## src/rtl/shift_add_mult4.sv

```systemverilog
// Sequential 4x4 unsigned shift-and-add multiplier.
// A controller FSM drives load, clear and shift/select strobes into a small accumulator datapath.
module shift_add_mult4 (
  input  logic       clk,
  input  logic       rst,
  input  logic       start,
  input  logic [3:0] in_1,
  input  logic [3:0] in_2,
  output logic [7:0] out,
  output logic       ready
);

  typedef enum logic [1:0] {
    IDLE = 2'b00,
    CALC = 2'b01,
    DONE = 2'b10
  } state_t;

  state_t     state_r;
  logic [3:0] a_r;
  logic [3:0] q_r;
  logic [4:0] acc_r;
  logic [2:0] cnt_r;

  logic       sig_rst_s;
  logic       ld1_s;
  logic       ld2_s;
  logic       s0_s;
  logic       s1_s;
  logic       s2_s;
  logic [4:0] sum_s;
  logic       last_iter_s;

  assign last_iter_s = (cnt_r == 3'd3);

  // Controller strobes: load/clear on accepted start, add-select and shift in CALC, result load in DONE.
  always_comb begin
    sig_rst_s = 1'b0;
    ld1_s     = 1'b0;
    ld2_s     = 1'b0;
    s0_s      = 1'b0;
    s1_s      = 1'b0;
    s2_s      = 1'b0;
    case (state_r)
      IDLE: begin
        if (start) begin
          sig_rst_s = 1'b1;
          ld1_s     = 1'b1;
          ld2_s     = 1'b1;
        end else begin
          sig_rst_s = 1'b0;
        end
      end
      CALC: begin
        s0_s = q_r[0];
        s1_s = 1'b1;
      end
      DONE: begin
        s2_s = 1'b1;
      end
      default: begin
        sig_rst_s = 1'b0;
      end
    endcase
  end

  // Partial-product add selected by the multiplier's low bit; ACC[4] is always zero after a shift.
  always_comb begin
    sum_s = acc_r;
    if (s0_s) begin
      sum_s = {1'b0, acc_r[3:0]} + {1'b0, a_r};
    end else begin
      sum_s = acc_r;
    end
  end

  // Controller state and the registered ready flag.
  always_ff @(posedge clk) begin
    if (rst) begin
      state_r <= IDLE;
      ready   <= 1'b1;
    end else begin
      case (state_r)
        IDLE: begin
          if (start) begin
            state_r <= CALC;
            ready   <= 1'b0;
          end
        end
        CALC: begin
          if (last_iter_s) begin
            state_r <= DONE;
          end
        end
        DONE: begin
          state_r <= IDLE;
          ready   <= 1'b1;
        end
        default: begin
          state_r <= IDLE;
          ready   <= 1'b1;
        end
      endcase
    end
  end

  // Datapath: operand loads, {ACC,Q} right shift with iteration count, and result register.
  always_ff @(posedge clk) begin
    if (rst) begin
      a_r   <= 4'd0;
      q_r   <= 4'd0;
      acc_r <= 5'd0;
      cnt_r <= 3'd0;
      out   <= 8'h00;
    end else begin
      if (ld1_s) begin
        a_r <= in_1;
      end
      if (ld2_s) begin
        q_r <= in_2;
      end else if (s1_s) begin
        q_r <= {sum_s[0], q_r[3:1]};
      end
      if (sig_rst_s) begin
        acc_r <= 5'd0;
        cnt_r <= 3'd0;
      end else if (s1_s) begin
        acc_r <= {1'b0, sum_s[4:1]};
        cnt_r <= cnt_r + 3'd1;
      end
      if (s2_s) begin
        out <= {acc_r[3:0], q_r};
      end
    end
  end

endmodule

```

## config.mk

```make
export PLATFORM = sky130hd
export DESIGN_NAME = shift_add_mult4
export DESIGN_NICKNAME = d
export VERILOG_FILES = /design/src/rtl/shift_add_mult4.sv
export SDC_FILE = /design/constraint.sdc
export NUM_CORES = 1
export LEC_CHECK = 0
export CORE_MARGIN = 1.5
export CORE_UTILIZATION = 45
export CTS_BUF_LIST = sky130_fd_sc_hd__clkbuf_16
export DETAILED_ROUTE_END_ITERATION = 16
export PLACE_DENSITY = 0.69
export SYNTH_ARGS = -nofsm -noshare
export SYNTH_HDL_FRONTEND = slang
export SYNTH_SLANG_ARGS = --single-unit
```

## constraint.sdc

```tcl
create_clock -name clk -period 3.6 [get_ports clk]
set_input_delay 0.72 -clock clk [delete_from_list [all_inputs] [get_ports clk]]
set_output_delay 0.72 -clock clk [all_outputs]
set_load 0.01 [all_outputs]
```

==> impl_metrics.env <==
export IMPL_start_util_pct=47.8
export IMPL_fp_dieH_um=54.6
export IMPL_yosysMostFrequentCell="dfxtp_1"
export IMPL_setup_viol=0
export IMPL_cp_cell_sequence="clkdlybuf4s50_1 > nor3b_2 > nor2_2 > a221oi_2 > nor2_1"
export IMPL_antenna_found_initial=0
export IMPL_fmax_ghz=0.442
export IMPL_async_flop_share_pct=0
export IMPL_worstSetupPathType="in2reg"
export IMPL_tightest_slew_ps=870
export IMPL_cts_root_buf="clkbuf_16"
export IMPL_post_cts_buffers=0
export IMPL_min_path_type="reg2reg"
export IMPL_worst_endpoint_required_ps=3720
export IMPL_cts_resized=0
export IMPL_critPathTopFamily="simple AND/OR/NAND/NOR gates"
export IMPL_grt_use_total_pct=17.5
export IMPL_min_period_ps=2260
export IMPL_io_pins=20
export IMPL_vias=895
export IMPL_grt_pass1_vias=809
export IMPL_routed_wirelength_um=2260
export IMPL_holdWs_ps=469
export IMPL_crit_slowest_cell="nor3b_2"
export IMPL_power_density_nw_per_um2=422
export IMPL_ys_warn_count=0
export IMPL_finalCritPeriodShare_pct=62.8
export IMPL_place_congestion=0.797
export IMPL_grt_max_degree=21
export IMPL_die_area_um2=2980
export IMPL_drive_above_1_share_pct=7.25
export IMPL_grt_pass1_wl_um=3580
export IMPL_vdd_ir_drop_max_mv=0.359
export IMPL_yosys_cell_types_count=31
export IMPL_final_max_slew_viol_count=0
export IMPL_synth_cell_area_um2=1200
export IMPL_cts_tree="built"
export IMPL_path_max_fanout=12
export IMPL_core_area_um2=2500
export IMPL_wl_per_cell_um=13.5
export IMPL_synth_edf_count=0
export IMPL_synth_avg_cell_area_um2=9.65
export IMPL_fin_skew_ps=6.00
export IMPL_max_slew_margin_pct=41.7
export IMPL_syn_nets=142
export IMPL_drtAntennaViolNets=0
export IMPL_cts_buffer_depth=2
export IMPL_startpoint_type="input port"
export IMPL_dr_pass1_iters=4
export IMPL_cap_violations=0
export IMPL_die_x_um=54.6
export IMPL_viasPerCell=5.33
export IMPL_yosysSeqAreaShare_pct=43.5
export IMPL_end_kind="flip-flop"
export IMPL_numCtsBuffers=3
export IMPL_yosys_top_cells_area="dfxtp_1 44%, mux2i_1 10%, nor2_1 6.9%, ha_1 6.3%, a21oi_1 4.2%"
export IMPL_yosysTopAreaCellShare_pct=43.5
export IMPL_drc=0
export IMPL_synthTopCellsByCount="26 x dfxtp_1, 22 x nor2_1, 12 x mux2i_1"
export IMPL_ys_ff_latch=26
export IMPL_synthToLayoutAreaGrowth_pct=20.3
export IMPL_clk_pin_slew_ps=60
export IMPL_n_fill_cell=221
export IMPL_slowest_delay_ps=710
export IMPL_synth_main_ff_cell="dfxtp_1"
export IMPL_grt_overflow=0
export IMPL_antenna_cells=0
export IMPL_rsz0062_at_grt="no"
export IMPL_hpwlAfterDp_um=1650
export IMPL_cp_arrival_ps=2380
export IMPL_synthCells=124
export IMPL_clock_sinks=26
export IMPL_hold_violations=0
export IMPL_cts_htree_levels=1
export IMPL_cp_num_buf_inv=1
export IMPL_synth_top_cell_by_area="dfxtp_1"
export IMPL_drt_iter0_markers=14
export IMPL_port_buffers=19
export IMPL_cts_hold_buffers=0
export IMPL_status="finished clean"
export IMPL_nNetsFinal=158
export IMPL_rows=18
export IMPL_p_leak_nw=0.595
export IMPL_tns_ps=0
export IMPL_clock_latency_ps=260
[per-stage QoR]
| step | util (%) | total power (W) | setup WS (ps) | instance area, um2 | cells |
|---|---|---|---|---|---|
| after floorplan | - | 0.000361 | 2140 | 1200 | 124 |
| after global placement | 54.6 | 0.000375 | 1130 | 1360 | 165 |
| after detailed placement | 54.6 | 0.000378 | 1050 | 1360 | 165 |
| after CTS | 57.6 | 0.000613 | 1320 | 1440 | 168 |
| after global routing | 57.6 | 0.000629 | 1190 | 1440 | 168 |
| final | 57.6 | 0.000608 | 1340 | 1440 | 168 |
[layout make-up]
| cell class | instances | area (um2) | share of cell area, % |
|---|---|---|---|
| sequential | 26 | 520 | 36.2 |
| clock buffer | 3 | 75.1 | 5.22 |
| tap | 30 | 37.5 | 2.61 |
| timing repair buffer | 19 | 190 | 13.2 |
| inverter | 4 | 15.0 | 1.04 |
| multi-input combinational | 86 | 601 | 41.7 |
[report_power, final]
| group | leakage, nW | total [W] | switching (W) | internal, W |
|---|---|---|---|---|
| clock | 0.0370 | 0.000236 | 0.0000892 | 0.000147 |
| combinational | 0.346 | 0.0000635 | 0.0000323 | 0.0000311 |
| sequential | 0.212 | 0.000308 | 0.00000997 | 0.000298 |
| total | 0.595 | 0.000608 | 0.000132 | 0.000476 |
[kinds of logic (layout without fill, tap and decap cells)]
group | count (synthesis) | in the layout | synth area share [%]
compound gates | 22 | 22 | 13.1
xor+xnor | 2 | 2 | 1.46
fa+ha+maj | 7 | 7 | 7.95
buf+inv | 12 | 26 | 6.28
flops | 26 | 26 | 43.5
mux | 12 | 12 | 10.0
simple gates | 43 | 43 | 17.7
[cells in the final DEF (no fill, tap or decap), types with 2 or more instances in the layout]
cell type	count
a21oi_1	10
nor2_1	22
nor3b_2	2
a22oi_1	3
nand2b_1	3
o211ai_1	2
nand2_1	8
clkbuf_16	3
dfxtp_1	26
a211oi_2	2
xnor2_1	2
ha_1	6
inv_1	4
clkdlybuf4s50_1	19
mux2i_1	12
[registers in the layout, summed over array words and instances, names as in the netlist]
signal   cells
out          8
cnt_r        3
q_r          4
a_r          4
state_r      2
acc_r        4
ready        1
[per-layer routing]
metal | track usage [%] | vias to the layer above | routed length (um)
met5 | 0 | - | 0
met4 | 8.33 | 0 | 47
met3 | 5.19 | 6 | 70
met2 | 29.3 | 14 | 1140
met1 | 20.4 | 425 | 1010
li1 | - | 450 | -
[path summary, 6_finish.rpt]
path | depth (start not counted) | startpoint | to | slack [ps]
setup / recovery | 5 | start | q_r[3] | 1340
hold / removal | 1 | ready | ready | 470
setup reg to reg | 4 | state_r[1] | q_r[3] | 1910
hold reg to reg | 1 | ready | ready | 470
No activity file was read; power rests on OpenSTA's default activity.
